**config.mk**
```make
export PLATFORM = sky130hd
export DESIGN_NAME = hswish_out_collector
export DESIGN_NICKNAME = d
export VERILOG_FILES = /design/src/rtl/hswish_pkg.sv /design/src/rtl/sync_fifo.sv /design/src/rtl/hswish_out_collector.sv
export SDC_FILE = /design/constraint.sdc
export NUM_CORES = 1
export LEC_CHECK = 0
export ABC_AREA = 1
export CAP_MARGIN = 5
export CORE_MARGIN = 5
export CORE_UTILIZATION = 50
export DETAILED_ROUTE_END_ITERATION = 10
export GPL_ROUTABILITY_DRIVEN = 0
export PLACE_DENSITY = 0.69
export SETUP_SLACK_MARGIN = 0.3
export SLEW_MARGIN = 20
export SYNTH_ARGS = -nofsm -noshare
export SYNTH_HDL_FRONTEND = slang
export SYNTH_SLANG_ARGS = --single-unit
```
**constraint.sdc**
```tcl
create_clock -name clk -period 3.27 [get_ports clk]
set_clock_uncertainty 0.05 [all_clocks]
set_input_delay 0.327 -clock clk [delete_from_list [all_inputs] [get_ports clk]]
set_output_delay 0.327 -clock clk [all_outputs]
set_load 0.01 [all_outputs]
```
**src/rtl/hswish_pkg.sv**
```systemverilog
// ---------------------------------------------------------------------------
// hswish_pkg
// Shared definitions for the h-swish activation output path.
//   dataWidth / fracWidth : Q8.8 activation sample format
//   packed_word_t         : two samples packed into one transfer word
//   fifo_entry_t          : packed word plus its end-of-frame marker
// ---------------------------------------------------------------------------
package hswish_pkg;

    localparam int dataWidth = 16;
    localparam int fracWidth = 8;

    typedef logic [2*dataWidth-1:0] packed_word_t;

    typedef struct packed {
        logic         last;
        packed_word_t data;
    } fifo_entry_t;

    // Pack an (odd, even) sample pair; the even sample occupies the low half.
    function automatic packed_word_t pack_pair(input logic [dataWidth-1:0] odd_smp,
                                               input logic [dataWidth-1:0] even_smp);
        return {odd_smp, even_smp};
    endfunction

endpackage

```
**src/rtl/sync_fifo.sv**
```systemverilog
// ---------------------------------------------------------------------------
// sync_fifo
// Single-clock first-word-fall-through FIFO.
//   clk, rst_n : clock, asynchronous active-low reset
//   push_i     : write request (accepted when not full, or when a pop
//                happens in the same cycle)
//   wdata_i    : write data
//   pop_i      : read request (ignored while empty)
//   rdata_o    : head entry, valid whenever empty_o is low
//   count_o    : occupancy 0..DEPTH
//   full_o     : occupancy == DEPTH
//   empty_o    : occupancy == 0
// ---------------------------------------------------------------------------
module sync_fifo #(
    parameter int WIDTH = 33,
    parameter int DEPTH = 16
) (
    input  logic                       clk,
    input  logic                       rst_n,
    input  logic                       push_i,
    input  logic [WIDTH-1:0]           wdata_i,
    input  logic                       pop_i,
    output logic [WIDTH-1:0]           rdata_o,
    output logic [$clog2(DEPTH+1)-1:0] count_o,
    output logic                       full_o,
    output logic                       empty_o
);

    localparam int PTR_W = (DEPTH > 1) ? $clog2(DEPTH) : 1;
    localparam int CNT_W = $clog2(DEPTH+1);
    localparam logic [PTR_W-1:0] LAST_PTR = PTR_W'(DEPTH-1);
    localparam logic [CNT_W-1:0] FULL_CNT = CNT_W'(DEPTH);

    logic [WIDTH-1:0] mem_q [DEPTH];
    logic [PTR_W-1:0] wptr_q, wptr_d;
    logic [PTR_W-1:0] rptr_q, rptr_d;
    logic [CNT_W-1:0] count_q, count_d;
    logic             wr_en_s;
    logic             rd_en_s;

    assign full_o  = (count_q == FULL_CNT);
    assign empty_o = (count_q == '0);
    assign count_o = count_q;
    assign rdata_o = mem_q[rptr_q];

    // A pop frees the slot a simultaneous push needs, so full does not block it.
    assign rd_en_s = pop_i && !empty_o;
    assign wr_en_s = push_i && (!full_o || rd_en_s);

    // Next-state pointers and occupancy.
    always_comb begin
        wptr_d  = wptr_q;
        rptr_d  = rptr_q;
        count_d = count_q;
        if (wr_en_s) begin
            wptr_d = (wptr_q == LAST_PTR) ? '0 : wptr_q + PTR_W'(1);
        end else begin
            wptr_d = wptr_q;
        end
        if (rd_en_s) begin
            rptr_d = (rptr_q == LAST_PTR) ? '0 : rptr_q + PTR_W'(1);
        end else begin
            rptr_d = rptr_q;
        end
        case ({wr_en_s, rd_en_s})
            2'b10:   count_d = count_q + CNT_W'(1);
            2'b01:   count_d = count_q - CNT_W'(1);
            default: count_d = count_q;
        endcase
    end

    // Pointer and occupancy registers.
    always_ff @(posedge clk or negedge rst_n) begin
        if (!rst_n) begin
            wptr_q  <= '0;
            rptr_q  <= '0;
            count_q <= '0;
        end else begin
            wptr_q  <= wptr_d;
            rptr_q  <= rptr_d;
            count_q <= count_d;
        end
    end

    // Storage array; contents are only observed through count-qualified reads.
    always_ff @(posedge clk) begin
        if (wr_en_s) begin
            mem_q[wptr_q] <= wdata_i;
        end
    end

endmodule

```
**src/rtl/hswish_out_collector.sv**
```systemverilog
// ---------------------------------------------------------------------------
// hswish_out_collector
// Packs pairs of h-swish output samples into 2*dataWidth words, tags the
// final word of each frame and buffers words in a FWFT FIFO.
//   clk, rst_n  : clock, asynchronous active-low reset
//   in_valid    : sample strobe (no backpressure)
//   in_data     : signed activation sample
//   out_valid   : head word available
//   out_ready   : downstream accepts head word
//   out_data    : packed word, first sample in the low half
//   out_last    : head word closes a frame
//   almost_full : occupancy >= DEPTH-AF_MARGIN, upstream must stop
//   overflow    : sticky, a completed word was dropped on a full FIFO
//   frame_done  : one-cycle pulse after the last word of a frame is popped
// ---------------------------------------------------------------------------
module hswish_out_collector
    import hswish_pkg::*;
#(
    parameter int dataWidth = hswish_pkg::dataWidth,
    parameter int DEPTH     = 16,
    parameter int FRAME_LEN = 64,
    parameter int AF_MARGIN = 3
) (
    input  logic                   clk,
    input  logic                   rst_n,
    input  logic                   in_valid,
    input  logic [dataWidth-1:0]   in_data,
    output logic                   out_valid,
    input  logic                   out_ready,
    output logic [2*dataWidth-1:0] out_data,
    output logic                   out_last,
    output logic                   almost_full,
    output logic                   overflow,
    output logic                   frame_done
);

    localparam int WORD_W  = 2*dataWidth;
    localparam int ENTRY_W = WORD_W + 1;
    localparam int SCNT_W  = (FRAME_LEN > 1) ? $clog2(FRAME_LEN) : 1;
    localparam int CNT_W   = $clog2(DEPTH+1);
    localparam logic [SCNT_W-1:0] LAST_IDX = SCNT_W'(FRAME_LEN-1);
    localparam logic [CNT_W-1:0]  AF_LEVEL = CNT_W'(DEPTH-AF_MARGIN);

    logic [SCNT_W-1:0]    sample_cnt_q, sample_cnt_d;
    logic [dataWidth-1:0] half_q, half_d;
    logic                 overflow_q, overflow_d;
    logic                 frame_done_q, frame_done_d;

    logic                 last_sample_s;
    logic                 push_s;
    logic [ENTRY_W-1:0]   push_entry_s;
    logic                 pop_s;
    logic                 drop_s;
    logic [ENTRY_W-1:0]   head_s;
    logic [CNT_W-1:0]     fifo_count_s;
    logic                 fifo_full_s;
    logic                 fifo_empty_s;

    // Sample packing and frame position tracking.
    always_comb begin
        sample_cnt_d  = sample_cnt_q;
        half_d        = half_q;
        push_s        = 1'b0;
        push_entry_s  = '0;
        last_sample_s = (sample_cnt_q == LAST_IDX);
        if (in_valid) begin
            // Frame position parity decides even/odd; frames restart at 0,
            // so an odd-length frame ends on an even position.
            if (sample_cnt_q[0] == 1'b0) begin
                if (last_sample_s) begin
                    push_s       = 1'b1;
                    push_entry_s = {1'b1, {dataWidth{1'b0}}, in_data};
                end else begin
                    half_d = in_data;
                end
            end else begin
                push_s       = 1'b1;
                push_entry_s = {last_sample_s, pack_pair(in_data, half_q)};
            end
            sample_cnt_d = last_sample_s ? '0 : sample_cnt_q + SCNT_W'(1);
        end else begin
            sample_cnt_d = sample_cnt_q;
        end
    end

    assign pop_s  = out_ready && !fifo_empty_s;
    assign drop_s = push_s && fifo_full_s && !pop_s;

    // Sticky drop flag and end-of-frame pulse.
    always_comb begin
        overflow_d   = overflow_q | drop_s;
        frame_done_d = pop_s & head_s[WORD_W];
    end

    // Packing, flag and pulse registers.
    always_ff @(posedge clk or negedge rst_n) begin
        if (!rst_n) begin
            sample_cnt_q <= '0;
            half_q       <= '0;
            overflow_q   <= 1'b0;
            frame_done_q <= 1'b0;
        end else begin
            sample_cnt_q <= sample_cnt_d;
            half_q       <= half_d;
            overflow_q   <= overflow_d;
            frame_done_q <= frame_done_d;
        end
    end

    sync_fifo #(
        .WIDTH (ENTRY_W),
        .DEPTH (DEPTH)
    ) u_fifo (
        .clk     (clk),
        .rst_n   (rst_n),
        .push_i  (push_s),
        .wdata_i (push_entry_s),
        .pop_i   (pop_s),
        .rdata_o (head_s),
        .count_o (fifo_count_s),
        .full_o  (fifo_full_s),
        .empty_o (fifo_empty_s)
    );

    // Head entry is masked while empty so unwritten storage never leaks out.
    assign out_valid   = !fifo_empty_s;
    assign out_data    = fifo_empty_s ? '0 : head_s[WORD_W-1:0];
    assign out_last    = !fifo_empty_s && head_s[WORD_W];
    assign almost_full = (fifo_count_s >= AF_LEVEL);
    assign overflow    = overflow_q;
    assign frame_done  = frame_done_q;

endmodule

```
* Yosys cells after proc, flatten, opt, wreduce, memory -nomap -nowiden
Memories as Yosys holds them, arrays and structs flattened.
Cells that the tools add are included.
** Storage, ports and cells
- Flip-flop bits (word level) :: 37
- Bits of input ports :: 20
- Bits in writable memories :: 528
- Memories :: 1
- Output and inout port bits :: 37
- Logic and storage cells :: 50
** Memory list
- u_fifo.mem_q :: words 16, width 33, read ports 1, clocked after Yosys merged registers in 0, wr ports 1, RTL line sync_fifo.sv:34 : logic [WIDTH-1:0] mem_q [DEPTH];
** Operators by class
- Multiplexer cells :: 13
- Magnitude comparators :: 1
- Bitwise gates (word level) :: 4
- Add/subtract/negate cells :: 5
- Reductions and logical operators :: 13
- Equal/unequal tests :: 6
** Operators with widths (number)
- two-way mux 33 bit :: 3
- two-way mux 32 bit :: 1
- one-hot mux 5 bit (2 select lines) :: 1
- adder 4 x 1 -> 4 bit, second input constant :: 2
- == test 4 bit, second input constant :: 2
- two-way mux 4 bit :: 2
- adder 6 x 1 -> 6 bit, second input constant :: 1
- == test 6 bit, second input constant :: 1
- logical AND 1 bit :: 6
- two-way mux 6 bit :: 1
- adder 5 x 1 -> 5 bit, second input constant :: 1
- == test 5 bit, second input constant :: 1
- >= comparator 5 x 4 -> 1 bit, second input constant :: 1
- logical NOT 5 bit :: 1
- two-way mux 1 bit :: 5
- subtractor 5 x 1 -> 5 bit, second input constant :: 1
- logical NOT 1 bit :: 3
- AND reduction 3 bit :: 1
- == test 2 x 1 -> 1 bit, second input constant :: 1
- == test 2 bit, second input constant :: 1
- NOT 1 bit :: 2
- nonzero test 2 bit :: 1
- bitwise AND 1 bit :: 1
- logical OR 1 bit :: 1
- bitwise OR 1 bit :: 1

* Depth between registers and ports, before layout
Gate-level depths: netlist of the first run.
- Depth in word-level cells :: 8
- Gate-level depth with buffers :: 19
- Mapped depth without buffers :: 18

* By module
A second synthesis of the first run with hierarchy kept.
** Second synthesis, totals
- Cell total of the unflattened synthesis :: 1870
- Area total of the unflattened synthesis :: 23123.4 um^2
** Modules (own cells, without submodules)
- sync_fifo :: area an instance 21353.0 um^2, times used 1, sequential area each 16180.5 um^2, cells each 1607
- hswish_out_collector :: area an instance 1770.4 um^2, times used 1, sequential area each 600.6 um^2, cells each 263

* Worst setup path before layout of the first run
OpenSTA, ideal clock, no wires.
- Path type :: reg2reg
- Start point :: reg sample_cnt_q[0]
- End point :: mem u_fifo.mem_q[10][0], enable pin
- Arrival time :: 2.666 ns
- Library setup time :: 0.423 ns
- Path buffers :: 1
- Stages on the path, launching flop included :: 9
- Data required time :: 2.797 ns
- Setup slack :: 0.131 ns
- Clock period less this slack :: 3.139 ns
- Cell sequence :: dfrtp_1 -> ha_1 -> inv_1 -> nor3_2 -> nand3_1 -> nand2_1 -> nand2_2 -> buf_6 -> nor2_1
** Between the ends
- Word-level cells in the longest chain between the ends :: 7
** RTL lines
- start: declaration :: RTL line hswish_out_collector.sv:44 : logic [SCNT_W-1:0] sample_cnt_q, sample_cnt_d;
- start signal: assignment :: RTL line hswish_out_collector.sv:103 : sample_cnt_q <= sample_cnt_d;
- == test 6 bit :: RTL line hswish_out_collector.sv:65 : last_sample_s = (sample_cnt_q == LAST_IDX);
- two-way mux 1 bit :: RTL line hswish_out_collector.sv:70 : if (last_sample_s) begin
- two-way mux 1 bit (*) :: RTL line hswish_out_collector.sv:69 : if (sample_cnt_q[0] == 1'b0) begin
- two-way mux 1 bit (*) :: RTL line hswish_out_collector.sv:66 : if (in_valid) begin
- logical AND 1 bit (*) :: RTL line sync_fifo.sv:48 : assign wr_en_s = push_i && (!full_o || rd_en_s);
- two-way mux 1 bit (*) :: RTL line sync_fifo.sv:87 : if (wr_en_s) begin
- two-way mux 1 bit (not written as such) (*) :: RTL line sync_fifo.sv:88 : mem_q[wptr_q] <= wdata_i;
- end: declaration :: RTL line sync_fifo.sv:34
Mark *: on every way between the ends. The rest lies on a longest branch, timed or not.

* Worst setup path after layout of the first run
- Start point :: reg u_fifo.rptr_q[0]
- End point :: out out_data[13]
** Between the ends
- Word-level cells in the longest chain between the ends :: 2
** RTL lines
- start: declaration :: RTL line sync_fifo.sv:36 : logic [PTR_W-1:0] rptr_q, rptr_d;
- start signal: assignment :: RTL line sync_fifo.sv:80 : rptr_q <= rptr_d;
- memory (16 x 33 bit)
- two-way mux 32 bit :: RTL line hswish_out_collector.sv:127 : assign out_data = fifo_empty_s ? '0 : head_s[WORD_W-1:0];
- end: declaration :: RTL line hswish_out_collector.sv:30 : output logic [2*dataWidth-1:0] out_data,
Every way passes these cells.

==> results by group, run 1 <==
Placement
  • Post-Place Setup Slack: between 0.4 and 0.5 ns
  • HPWL Detailed: 33.92 mm
  • Placed Area: 25,060 um2
  • Cells after DPL: 2,725
  • Port Buf Inserts: 56

Power
  • VDD IR max: ~480 uV
  • Lkg Pwr: 10.85 nW
  • Pwr dens: 880.4 nW/um2
  • Power, Total: 24.14 mW

STA
  • Tmin final: between 3 and 4 ns
  • Final hold vios: 0
  • TNS Setup: 0 ns
  • Final worst setup slack: 0.2237 ns
  • Final setup violation count: 0
  • Slew headroom: 0.2806
  • Final Slew Violations: 0
  • Slew @ Worst Pin: approximately 1.1 ns
  • Hold Slack: ~0.34 ns
  • Final worst-path cycle share: 0.9316
  • Fmax achieved: 0.3283 GHz
  • RSZ-0062 raised after global routing: yes

Clock network
  • H-tree depth: 2
  • Worst-path clk slew: 0.06 ns
  • CTS Root Cell: clkbuf_16
  • CTS tree: yes
  • TritonCTS buffer count: 54
  • Maximum root-to-sink buffer count: 3
  • CTS Sinks: 565
  • Clk Latency, worst-skew pair: 0.61 ns

Outcome
  • Status: finished, final reports clean

Finish
  • Commonest non-fill, non-tap cell in the layout: nand2_1
  • Final core utilization: 0.5903
  • Sequential cell area: ~17,000 um2
  • Area delta synth->final: 16.98%
  • Multi-input gate area: 5879 um2
  • Final net count: 2,236
  • Ant diodes: 0
  • Non-Filler Instances: 2,859
  • Final Cell Area: 27,430 um2
  • Filler instances: 3,687
  • Commonest non-fill, non-tap cells in the layout: 807 x nand2_1, 528 x edfxtp_1, 198 x nand3_1
  • Fraction of layout cells with a size suffix above 1: 0.1075

Global route
  • Number of global-route vias before repair: 15,680
  • Initial antenna violation count: 0
  • Total Routing Usage GR: 0.2467
  • Gr ovfl total: 0
  • Pin count of the biggest net entering global routing: 56
  • First-pass GRT wire length: 95.57 mm

Synthesis
  • Sequential fraction of the synthesis area: 0.7158
  • Post-synth net total: 2,133
  • Synthesized area: 23,440 um2
  • Synthesized flop and latch total: 565
  • Post-Syn Area per Cell: 11.15 um2
  • Mapped Cells: approximately 2,100
  • Synth Warn #: 0
  • Distinct cells, synth: 28

Detailed routing
  • Drt first pass iters: 5
  • WL/cell: 22.13 um
  • WL final: 63.27 mm
  • Remaining DRCs: 0
  • Antenna-violating nets left: 0
  • Via-to-Cell Ratio: 5.702
  • Drt initial violations: 1,727
  • Via count: between 15,000 and 20,000

Setup path
  • WP data required: 2.89 ns
  • Critical path type: register to primary output
  • Most common cell on crit path: buf_4
  • Worst Path Arrival: 2.67 ns
  • Critical-path maximum fanout: 30
  • Reg2Reg Depth: 18
  • Slowest cell on the critical path: clkdlybuf4s50_1
  • Crit-path cells: buf_4 -> buf_16 -> buf_4 -> o21ai_1 -> a21oi_1 -> nor2_1 -> clkdlybuf4s50_1
  • Worst Setup End Kind: primary output
  • Setup crit start kind: register
  • Worst path max stage delay: around 0.56 ns

Floorplanning
  • Core area: 46,460 um2
  • Die area: a little over 50,000 um2
  • Starting Density: 0.5046
  • Die Y: 226.5 um
  • Standard-cell rows: 79
  • Chip width: 226.5 um
  • IO Pins: 57

Worst hold path
  • Hold Crit Class: input pin to register
  • WHS Path Cells: 3

Run
  • Max_cap viols: 0
layer usage:
layer / vias up / track usage / wire, um
met5: - / 0 / 0
met1: 7907 / 0.3437 / 25000
met4: 0 / 0.06656 / 1612
met2: 889 / 0.4033 / 30310
met3: 116 / 0.04803 / 6345
li1: 7389 / - / -
cell families after synthesis:
logic type | after synthesis | share of synthesized area
simple gates | 1099 | 0.1889
flops | 565 | 0.7158
compound gates | 226 | 0.04846
buf+inv | 199 | 0.03997
fa+ha+maj | 10 | 0.005337
xor+xnor | 4 | 0.001495
state kept, by name, indices dropped and copies added (netlist names):
register and count:
u_fifo.count_o 5, overflow 1, u_fifo.mem_q 528, half_q 16
frame_done 1, sample_cnt_q 6, u_fifo.wptr_q 4, u_fifo.rptr_q 4
cell usage after synthesis:
master    number  area, um2
a21oi_1      166      830.8
buf_1          9      33.78
buf_2         55      275.3
buf_4         19      142.6
buf_6          6      67.56
clkbuf_1      26      97.59
dfrtp_1       37      925.9
edfxtp_1     528      15860
ha_1          10      125.1
inv_1         80      300.3
inv_2          2      7.510
inv_4          2      12.51
nand2_1      808       3033
nand2_2        3      18.77
nand3_1      198      991.0
nand3_2        2      20.02
nand3b_1       3      22.52
nor2_1        80      300.3
nor2_2         1      6.260
nor2_4         2      22.52
nor3_1         1      5.000
nor3_2         1      10.01
o21a_1         1      7.510
o21ai_0       55      275.3
o21ai_1        3      15.01
o21bai_1       1      7.510
xnor2_1        1      8.760
xor2_1         3      26.28
area by class of cell:
cell class	instances	share of cell area
flip-flops and latches	565	0.6123
clock inverters	25	0.008805
inverters	84	0.01227
well taps	607	0.02769
repair buffers	160	0.06857
multi-input cells	1339	0.2144
clock buffers	77	0.05539
repair inverters	2	0.0006387
power breakdown:
part | internal, mW | switching, mW
Sequential | 8.45 | 0.250
Combinational | 3.32 | 5.92
Clock | 3.55 | 2.65
critical path: cells and delay by family (launching register included):
family,cells,cell delay [ns]
buffers and inverters,4,1.10
flip-flops,1,0.52
AO/OA/AOI/OAI,2,0.28
AND/OR/NAND/NOR,1,0.16
worst paths after layout:
check / startpoint / to / slack [ns]
setup / recovery: u_fifo.rptr_q[0]$_DFFE_PN0P_ / out_data[13] / 0.22
hold / removal: in_valid / sample_cnt_q[1]$_DFFE_PN0P_ / 0.34
setup reg to reg: sample_cnt_q[0]$_DFFE_PN0P_ / u_fifo.count_o[4]$_DFFE_PN0P_ / 0.68
hold reg to reg: overflow$_DFF_PN0_ / overflow$_DFF_PN0_ / 0.43
max in group asynchronous: rst_n / u_fifo.rptr_q[0]$_DFFE_PN0P_ / 2.10
min in group asynchronous: rst_n / frame_done$_DFF_PN0_ / 0.35
repair_timing:
| action | in CTS | in global routing |
|---|---|---|
| pin swaps | 1 | 2 |
| resized for setup | 55 | 43 |
| hold buffers | 1 | 0 |
| setup endpoints to repair | 33 | 25 |
| cloned | 11 | 2 |
| hold endpoints to repair | 37 | 0 |
| setup buffers | 14 | 4 |
Note: power is estimated with default switching activity, not from simulation.
==> inputs of run 2 (changes only) <==
- CTS_CLUSTER_SIZE: unset -> 20
==> results of run 2 <==
No change in the layout: final DEF, timing and power equal those of run 1.
